--- src/rtl/rf_bypass_read_port_if.sv ---
// Bundle of write-port and dual read-port signals between decode/writeback and the register file.
interface rf_bypass_read_port_if #(
    parameter int DATA_W = 16,
    parameter int ADDR_W = 4
);
    logic              wr_en;
    logic [ADDR_W-1:0] wr_addr;
    logic [DATA_W-1:0] wr_data;
    logic              rd_req;
    logic [ADDR_W-1:0] rd_addr_a;
    logic [ADDR_W-1:0] rd_addr_b;
    logic              stall;
    logic              rd_valid;
    logic [DATA_W-1:0] rd_data_a;
    logic [DATA_W-1:0] rd_data_b;
    logic              byp_a;
    logic              byp_b;

    modport master (
        output wr_en, wr_addr, wr_data, rd_req, rd_addr_a, rd_addr_b, stall,
        input  rd_valid, rd_data_a, rd_data_b, byp_a, byp_b
    );
    modport slave (
        input  wr_en, wr_addr, wr_data, rd_req, rd_addr_a, rd_addr_b, stall,
        output rd_valid, rd_data_a, rd_data_b, byp_a, byp_b
    );
endinterface

--- src/rtl/rf_bypass_read_port.sv ---
// Register file with two registered read ports, write-before-read bypass,
// and held results that track writes to their index while stalled.
module rf_read_lane #(
    parameter int DATA_W = 16,
    parameter int ADDR_W = 4
) (
    input  logic              clk,
    input  logic              rst,
    input  logic              accept,
    input  logic              stall,
    input  logic [ADDR_W-1:0] rd_addr,
    input  logic              rd_ok,
    input  logic [DATA_W-1:0] rd_word,
    input  logic              wr_ok,
    input  logic [ADDR_W-1:0] wr_addr,
    input  logic [DATA_W-1:0] wr_data,
    output logic [DATA_W-1:0] data,
    output logic              byp
);
    logic [ADDR_W-1:0] held;

    always_ff @(posedge clk) begin
        if (rst) begin
            held <= '0;
            data <= '0;
            byp  <= 1'b0;
        end else if (stall) begin
            // wr_ok already excludes r0/out-of-range, so an invalid held index never matches
            if (wr_ok && wr_addr == held) begin
                data <= wr_data;
                byp  <= 1'b1;
            end
        end else if (accept) begin
            held <= rd_addr;
            if (!rd_ok) begin
                data <= '0;
                byp  <= 1'b0;
            end else if (wr_ok && wr_addr == rd_addr) begin
                data <= wr_data;
                byp  <= 1'b1;
            end else begin
                data <= rd_word;
                byp  <= 1'b0;
            end
        end
    end
endmodule

module rf_bypass_read_port #(
    parameter int DATA_W   = 16,
    parameter int NUM_REGS = 16,
    parameter int ADDR_W   = 4,
    parameter int R0_ZERO  = 1
) (
    input  logic                  clk,
    input  logic                  rst,
    rf_bypass_read_port_if.slave  rf
);
    localparam int NUM_PORTS = 2;

    // Index names a real, writable/readable register (not hardwired r0, not past the file)
    function automatic logic addr_ok(input logic [ADDR_W-1:0] a);
        return ({1'b0, a} < (ADDR_W+1)'(NUM_REGS)) && !((R0_ZERO != 0) && (a == '0));
    endfunction

    logic [DATA_W-1:0]                 mem [NUM_REGS];
    logic                              wr_ok;
    logic                              accept;
    logic                              rd_valid;
    logic [NUM_PORTS-1:0][ADDR_W-1:0]  rd_addr;
    logic [NUM_PORTS-1:0][DATA_W-1:0]  rd_data;
    logic [NUM_PORTS-1:0]              byp;

    assign wr_ok   = rf.wr_en && addr_ok(rf.wr_addr);
    assign accept  = rf.rd_req && !rf.stall;
    assign rd_addr = {rf.rd_addr_b, rf.rd_addr_a};

    always_ff @(posedge clk) begin
        if (rst) begin
            for (int i = 0; i < NUM_REGS; i++) mem[i] <= '0;
        end else if (wr_ok) begin
            mem[rf.wr_addr] <= rf.wr_data;
        end
    end

    always_ff @(posedge clk) begin
        if (rst)          rd_valid <= 1'b0;
        else if (!rf.stall) rd_valid <= rf.rd_req;
    end

    for (genvar g = 0; g < NUM_PORTS; g++) begin : g_lane
        logic              ok;
        logic [DATA_W-1:0] word;

        assign ok   = addr_ok(rd_addr[g]);
        assign word = ok ? mem[rd_addr[g]] : '0;

        rf_read_lane #(.DATA_W(DATA_W), .ADDR_W(ADDR_W)) u_lane (
            .clk     (clk),
            .rst     (rst),
            .accept  (accept),
            .stall   (rf.stall),
            .rd_addr (rd_addr[g]),
            .rd_ok   (ok),
            .rd_word (word),
            .wr_ok   (wr_ok),
            .wr_addr (rf.wr_addr),
            .wr_data (rf.wr_data),
            .data    (rd_data[g]),
            .byp     (byp[g])
        );
    end

    assign rf.rd_valid  = rd_valid;
    assign rf.rd_data_a = rd_data[0];
    assign rf.rd_data_b = rd_data[1];
    assign rf.byp_a     = byp[0];
    assign rf.byp_b     = byp[1];
endmodule

--- src/flat_wrapper.sv ---
// flat-port wrapper written by rule: the top's interface ports become plain ports
module rf_bypass_read_port_flat 
#(
    parameter int DATA_W   = 16,
    parameter int NUM_REGS = 16,
    parameter int ADDR_W   = 4,
    parameter int R0_ZERO  = 1
)
  (clk, rst, rf_wr_en, rf_wr_addr, rf_wr_data, rf_rd_req, rf_rd_addr_a, rf_rd_addr_b, rf_stall, rf_rd_valid, rf_rd_data_a, rf_rd_data_b, rf_byp_a, rf_byp_b);
  rf_bypass_read_port_if #(.DATA_W(DATA_W), .ADDR_W(ADDR_W)) rf_i ();
  input  logic clk;
  input  logic rst;
  input wire logic [$bits(rf_i.wr_en)-1:0] rf_wr_en;
  input wire logic [$bits(rf_i.wr_addr)-1:0] rf_wr_addr;
  input wire logic [$bits(rf_i.wr_data)-1:0] rf_wr_data;
  input wire logic [$bits(rf_i.rd_req)-1:0] rf_rd_req;
  input wire logic [$bits(rf_i.rd_addr_a)-1:0] rf_rd_addr_a;
  input wire logic [$bits(rf_i.rd_addr_b)-1:0] rf_rd_addr_b;
  input wire logic [$bits(rf_i.stall)-1:0] rf_stall;
  output wire logic [$bits(rf_i.rd_valid)-1:0] rf_rd_valid;
  output wire logic [$bits(rf_i.rd_data_a)-1:0] rf_rd_data_a;
  output wire logic [$bits(rf_i.rd_data_b)-1:0] rf_rd_data_b;
  output wire logic [$bits(rf_i.byp_a)-1:0] rf_byp_a;
  output wire logic [$bits(rf_i.byp_b)-1:0] rf_byp_b;
  assign rf_i.wr_en = rf_wr_en;
  assign rf_i.wr_addr = rf_wr_addr;
  assign rf_i.wr_data = rf_wr_data;
  assign rf_i.rd_req = rf_rd_req;
  assign rf_i.rd_addr_a = rf_rd_addr_a;
  assign rf_i.rd_addr_b = rf_rd_addr_b;
  assign rf_i.stall = rf_stall;
  assign rf_rd_valid = rf_i.rd_valid;
  assign rf_rd_data_a = rf_i.rd_data_a;
  assign rf_rd_data_b = rf_i.rd_data_b;
  assign rf_byp_a = rf_i.byp_a;
  assign rf_byp_b = rf_i.byp_b;
  rf_bypass_read_port #(.DATA_W(DATA_W), .NUM_REGS(NUM_REGS), .ADDR_W(ADDR_W), .R0_ZERO(R0_ZERO)) u_core (.clk(clk), .rst(rst), .rf(rf_i));
endmodule
--- config.mk ---
export PLATFORM = sky130hd
export DESIGN_NAME = rf_bypass_read_port_flat
export DESIGN_NICKNAME = d
export VERILOG_FILES = /design/src/rtl/rf_bypass_read_port_if.sv /design/src/rtl/rf_bypass_read_port.sv /design/src/flat_wrapper.sv
export SDC_FILE = /design/constraint.sdc
export NUM_CORES = 1
export LEC_CHECK = 0
export ABC_CLOCK_PERIOD_IN_PS = 4100
export CELL_PAD_IN_SITES_DETAIL_PLACEMENT = 2
export CELL_PAD_IN_SITES_GLOBAL_PLACEMENT = 2
export CORE_AREA = 5 5 188 190
export DETAILED_ROUTE_END_ITERATION = 8
export DIE_AREA = 0 0 193 195
export PLACE_DENSITY = 0.94
export SLEW_MARGIN = 10
export SYNTH_ARGS = -nofsm -noshare
export SYNTH_HDL_FRONTEND = slang
export SYNTH_SLANG_ARGS = --single-unit
--- constraint.sdc ---
create_clock -name clk -period 4.1 [get_ports clk]
set_clock_uncertainty 0.15 [all_clocks]
set_input_delay 0.615 -clock clk [delete_from_list [all_inputs] [get_ports clk]]
set_output_delay 0.615 -clock clk [all_outputs]
set_load 0.02 [all_outputs]
; ---- Word-level counts from Yosys, hierarchy flattened
; Memory sizes are Yosys's and may differ from the RTL's.
; Index checks and enable logic that the tools add are counted.
[totals]
mem_bits_rw = 256
latch_bits = 0
word_cells = 59
memories = 1
romBits = 0
ff_bits = 43
[mem_list]
columns = memory, words, word_bits, read_ports, rd_ports_with_merged_regs, write_ports, line
row1 = u_core.mem, 16, 16, 2, 0, 16, rf_bypass_read_port.sv:66  ; logic [DATA_W-1:0] mem [NUM_REGS];
[op_classes]
reduce_logical = 16
mul = 0
n_eq_ne = 6
muxes = 28
n_div = 0
addsub = 0
n_bitwise = 1
order_cmp = 0
n_shift = 0
[ops]
columns = op, count
row1 = two-way mux 16 bit, 11
row2 = equality test 4 bit, 4
row3 = two-way mux 1 bit, 16
row4 = OR reduction 16 bit, 1
row5 = logical NOT 4 bit, 3
row6 = logical AND 1 bit, 6
row7 = AND reduction 2 bit, 3
row8 = two-way mux 4 bit, 1
row9 = inequality test 2 x 1 -> 1 bit (second input constant), 2
row10 = logical NOT 1 bit, 2
row11 = nonzero test 2 bit, 1
row12 = inverter 1 bit, 1

; ---- Depth between registers and ports, before layout
[depth]
ltp_word = 8
ltp_mapped = 8
depth_no_buf = 5

; ---- Modules after synthesis
; A second synthesis with hierarchy kept.
[hier_totals]
hier_cells = 1089
area_unflattened_um2 = 15338.5
[by_module_without_submodules]
columns = module, instances, area_each_um2, cells_each
row1 = rf_bypass_read_port, 1, 13371.6, 917
row2 = rf_read_lane, 2, 983.4, 86

; ---- Worst setup path after synthesis
; OpenSTA, ideal clock, no wires.
[synth_path]
path_kind = input port to flip-flop
start = input port rst
end = memory u_core.mem[9][0] (enable)
path_buffers = 1
t_arrival_ns = 2.437
cell_stages = 4
slack_ns = 1.102
t_required_ns = 3.539
cell_sequence = clkbuf_1 -> nor2b_1 -> nand3b_1 -> o21ai_0
[synth_lines]
columns = item, line
row1 = start: declaration, flat_wrapper.sv:12  ; input logic rst;
row2 = end: declaration, rf_bypass_read_port.sv:66

; ---- Worst setup path in the final report
[layout_path]
start = input port rf_wr_addr[2]
end = register u_core.g_lane[1].u_lane.data[15]
[layout_between]
elab_chain_cells = 8
word_cells_on_any_way = 13
[layout_lines]
columns = item, line
row1 = start: declaration, flat_wrapper.sv:14  ; input wire logic [$bits(rf_i.wr_addr)-1:0] rf_wr_addr;
row2 = logical NOT 4 bit, rf_bypass_read_port.sv:63  ; return ({1'b0, a} < (ADDR_W+1)'(NUM_REGS)) && !((R0_ZERO != 0) && (a == '0));
row3 = logical NOT 1 bit, rf_bypass_read_port.sv:63
row4 = logical AND 1 bit, rf_bypass_read_port.sv:74  ; assign wr_ok = rf.wr_en && addr_ok(rf.wr_addr);
row5 = logical AND 1 bit, rf_bypass_read_port.sv:38  ; end else if (wr_ok && wr_addr == rd_addr) begin
row6 = two-way mux 16 bit, rf_bypass_read_port.sv:38
row7 = two-way mux 16 bit, rf_bypass_read_port.sv:35  ; if (!rd_ok) begin
row8 = two-way mux 16 bit, rf_bypass_read_port.sv:33  ; end else if (accept) begin
row9 = two-way mux 16 bit, rf_bypass_read_port.sv:27  ; end else if (stall) begin
row10 = end signal: assignment, rf_bypass_read_port.sv:30  ; data <= wr_data;
row11 = end signal: assignment, rf_bypass_read_port.sv:39  ; data <= wr_data;
row12 = end signal: assignment, rf_bypass_read_port.sv:42  ; data <= rd_word;
row13 = end: declaration, rf_bypass_read_port.sv:17  ; output logic [DATA_W-1:0] data,
; Parallel ways exist; a longest one is shown, timed or not. The select of a mux whose other input is x is not followed.
; A chain may end at the register's enable or synchronous reset.

==> load_flow_metrics.sql <==
INSERT INTO impl_metrics (metric_group, metric, value, unit) VALUES
('synth', 'ys_ff_latch', '299', ''),
('power', 'irDropWorstVdd', '258', 'µV'),
('sta', 'finalSetupViolCount', '0', ''),
('power', 'p_sw', '0.00230', 'W'),
('critical_path', 'critical_path.top_delay_family', 'simple AND/OR/NAND/NOR gates', ''),
('sta', 'fin_setup_tns', '0', 'ns'),
('power', 'sw_ratio', '29.0', '%'),
('final_layout', 'final_net_count', '1230', ''),
('critical_path', 'worst-r2r-cell-count', '5', ''),
('synth', 'synth-seq-area-share', '53.9', '%'),
('placed_design', 'detailedPlacementHpwl', '44.5', 'mm'),
('sta', 'worst-slew-pin-transition', '1.15', 'ns'),
('clocking', 'latest_clock_arrival_within_the_worst_skew_pair', '0.53', 'ns'),
('die', 'floorplan.initialDensity', '47.6', '%'),
('sta', 'hold-worst-slack', '0.343', 'ns'),
('status', 'status', 'completed', ''),
('clocking', 'root_buffer', 'clkbuf_16', ''),
('die', 'floorplan.die_area', '37600', 'µm²'),
('critical_path', 'rr_startpoint', 'u_core.g_lane[1].u_lane.held[2]$_SDFFE_PP0P_', ''),
('synth', 'yosys_most_used_dff', 'edfxtp_1', ''),
('final_layout', 'non_filler_instance_count_after_layout', '1674', ''),
('route', 'via_per_inst', '7.87', ''),
('global_route', 'maximum_number_of_pins_on_one_net_before_global_route_repair', '42', ''),
('critical_path', 'setup.worst_path.class', 'in2reg', ''),
('worst_hold_path', 'hold_end', 'u_core.rf.rd_valid$_SDFFE_PP0N_', ''),
('power', 'power.density_cell_area', '437', 'nW/µm²'),
('worst_hold_path', 'min-delay-path-class', 'reg2reg', ''),
('route', 'first_iter_violations', '2220', ''),
('sta', 'rsz0062_at_grt', 'false', ''),
('synth', 'synth_async_sr_flop_share', '0', '%'),
('die', 'die_height', '195', 'µm'),
('die', 'die_outline_width', '193', 'µm'),
('power', 'post-layout-total-power', '0.00795', 'W'),
('global_route', 'global_route.usage.total', '40.8', '%'),
('synth', 'ys_warn_count', '0', ''),
('global_route', 'first_global_vias', '13600', ''),
('sta', 'timing.final.max_slew_violations', '0', ''),
('critical_path', 'setup.reg_to_reg.worst_slack', '1.29', 'ns'),
('clocking', 'cts_max_level', '2', ''),
('clocking', 'cts.reportedPaths.clkPinSlew', '0.07', 'ns'),
('global_route', 'grt_first_pass_wirelength', '110', 'mm'),
('clocking', 'cts.sinks', '299', ''),
('sta', 'fin_crit_sh', '86.1', '%'),
('worst_hold_path', 'worst_hold_path.num_cells', '2', ''),
('sta', 'timing_hold_violations_final', '0', ''),
('run', 'cap_violations', '0', ''),
('synth', 'synth.most_common_cell', 'edfxtp_1', ''),
('power', 'combinationalPowerShare', '14.2', '%'),
('sta', 'shortest_clock_period_the_worst_path_allows_after_layout', '3.53', 'ns'),
('die', 'number_of_core_rows', '67', ''),
('power', 'cellInternalPower', '0.00565', 'W'),
('die', 'core_region_area', '33300', 'µm²'),
('worst_hold_path', 'hold_sp', 'u_core.rf.rd_valid$_SDFFE_PP0N_', ''),
('clocking', 'ctsResizeCount', '0', ''),
('clocking', 'post_cts_hold_buffer_count', '0', ''),
('synth', 'synthDominantCellAreaShare', '48.5', '%'),
('placed_design', 'globalplace.congestion', '0.890', ''),
('route', 'postRouteAntennaNets', '0', ''),
('route', 'post_route_drc_violation_count', '0', ''),
('synth', 'netlist_top_cells_count', '256 x edfxtp_1, 244 x and2_1, 122 x mux4_2, 63 x clkbuf_1, 60 x a22oi_1', ''),
('clocking', 'cts_made_buffers', '35', ''),
('route', 'routedWlPerCell', '46.2', 'µm'),
('final_layout', 'filler_cell_count', '2977', ''),
('critical_path', 'critPathMaxStageDelay', '0.92', 'ns'),
('clocking', 'cts_setup_buffers', '0', ''),
('sta', 'slew_headroom', '23.0', '%'),
('route', 'pre_antenna_drt_iters', '5', ''),
('critical_path', 'timing.critical_path.from_type', 'input pin', ''),
('synth', 'ys_top_cells_by_area', 'edfxtp_1 49%, mux4_2 17%, and2_1 9.6%, dfxtp_1 5.4%, a22oi_1 2.8%', ''),
('critical_path', 'worst_r2r_endpoint', 'u_core.g_lane[1].u_lane.data[15]$_SDFFE_PP0P_', ''),
('critical_path', 'timing.critical_path.arrival', '3.78', 'ns');
-- how the worst max path moves through the flow --
stage | endpoint | start | depth (start not counted) | slack (ns)
floorplan | u_core.mem[9][0]$_SDFFCE_PN0P_ | rst | 4 | 1.10
global placement | u_core.g_lane[0].u_lane.data[4]$_SDFFE_PP0P_ | rf_wr_addr[2] | 6 | 0.68
global route | u_core.g_lane[1].u_lane.data[15]$_SDFFE_PP0P_ | rf_wr_addr[2] | 6 | 0.59
CTS | u_core.g_lane[1].u_lane.data[5]$_SDFFE_PP0P_ | rf_wr_addr[2] | 6 | 0.70
detailed placement | u_core.g_lane[1].u_lane.data[15]$_SDFFE_PP0P_ | rf_wr_addr[2] | 6 | 0.32
finish | u_core.g_lane[1].u_lane.data[15]$_SDFFE_PP0P_ | rf_wr_addr[2] | 6 | 0.57
-- flip-flops by register name (all words and copies together) (netlist names) --
| signal | flops |
|---|---|
| u_core.g_lane.u_lane.held | 8 |
| u_core.g_lane.u_lane.data | 32 |
| u_core.g_lane.u_lane.byp | 2 |
| u_core.mem | 256 |
| u_core.rf.rd_valid | 1 |
-- cell families after synthesis --
family | after synthesis | synth area share [%]
AND/OR/NAND/NOR | 343 | 13.0
XOR/XNOR | 16 | 0.932
multiplexers | 134 | 18.1
AO/OA/AOI/OAI | 216 | 10.2
buffers and inverters | 119 | 3.81
flip-flops | 299 | 53.9
other | 1 | 0.0237
-- placed cells by master (no fill, tap or decap), drive strengths merged, types with 4 or more instances in the layout --
cell type	synthesis	routed
edfxtp	256	256
and2	244	244
mux4	122	122
buf	55	74
clkdlybuf4s50	0	61
a22oi	60	60
dfxtp	43	43
clkbuf	63	41
a21oi	39	39
nor2	37	37
a31oi	32	32
o221a	31	31
o31ai	30	30
nand2	20	20
clkinv	1	18
conb	1	16
o21ai	12	12
mux2i	8	8
xor2	8	8
xnor2	8	8
nor4	8	8
nor2b	6	6
or2	5	5
nand3b	4	4
nor4b	4	4
mux2	4	4
nand4	4	4
-- through the flow --
step                      area, µm²  util [%]
after floorplan               15900         -
after global placement        17100      51.4
after detailed placement      17100      51.4
after CTS                     18200      54.7
after global routing          18200      54.7
final                         18200      54.7
-- metal layers --
metal | global-route usage, % | vias to the layer above | routed length (µm)
li1 | - | 4542 | -
met1 | 52.6 | 6734 | 26700
met2 | 63.4 | 1462 | 35000
met3 | 8.63 | 436 | 9170
met4 | 24.8 | 0 | 6520
met5 | 0 | - | 0
-- cell type report --
type | instances | area, µm² | area share [%]
clock buffers | 41 | 951 | 5.23
clock inverters | 22 | 148 | 0.811
multi-input cells | 725 | 6780 | 37.3
flip-flops and latches | 299 | 8550 | 47.0
diodes | 3 | 7.51 | 0.0413
inverters | 1 | 3.75 | 0.0206
repair buffers | 135 | 1190 | 6.56
well taps | 448 | 561 | 3.08
-- worst min-delay path: stages, from the launching register on --
cell and delay (ns):
dfxtp_1 0.32, nand2_1 0.06, a21oi_1 0.06
-- power by group through the flow --
stage	logic (W)	clock network [W]	registers, W
2_1_floorplan	0.000586	0	0.00363
3_3_place_gp	0.000946	0	0.00363
3_5_place_dp	0.00103	0	0.00368
4_1_cts	0.00108	0.00316	0.00364
5_1_grt	0.00113	0.00329	0.00365
6_report	0.00113	0.00316	0.00366
(Power assumes the default switching activity.)
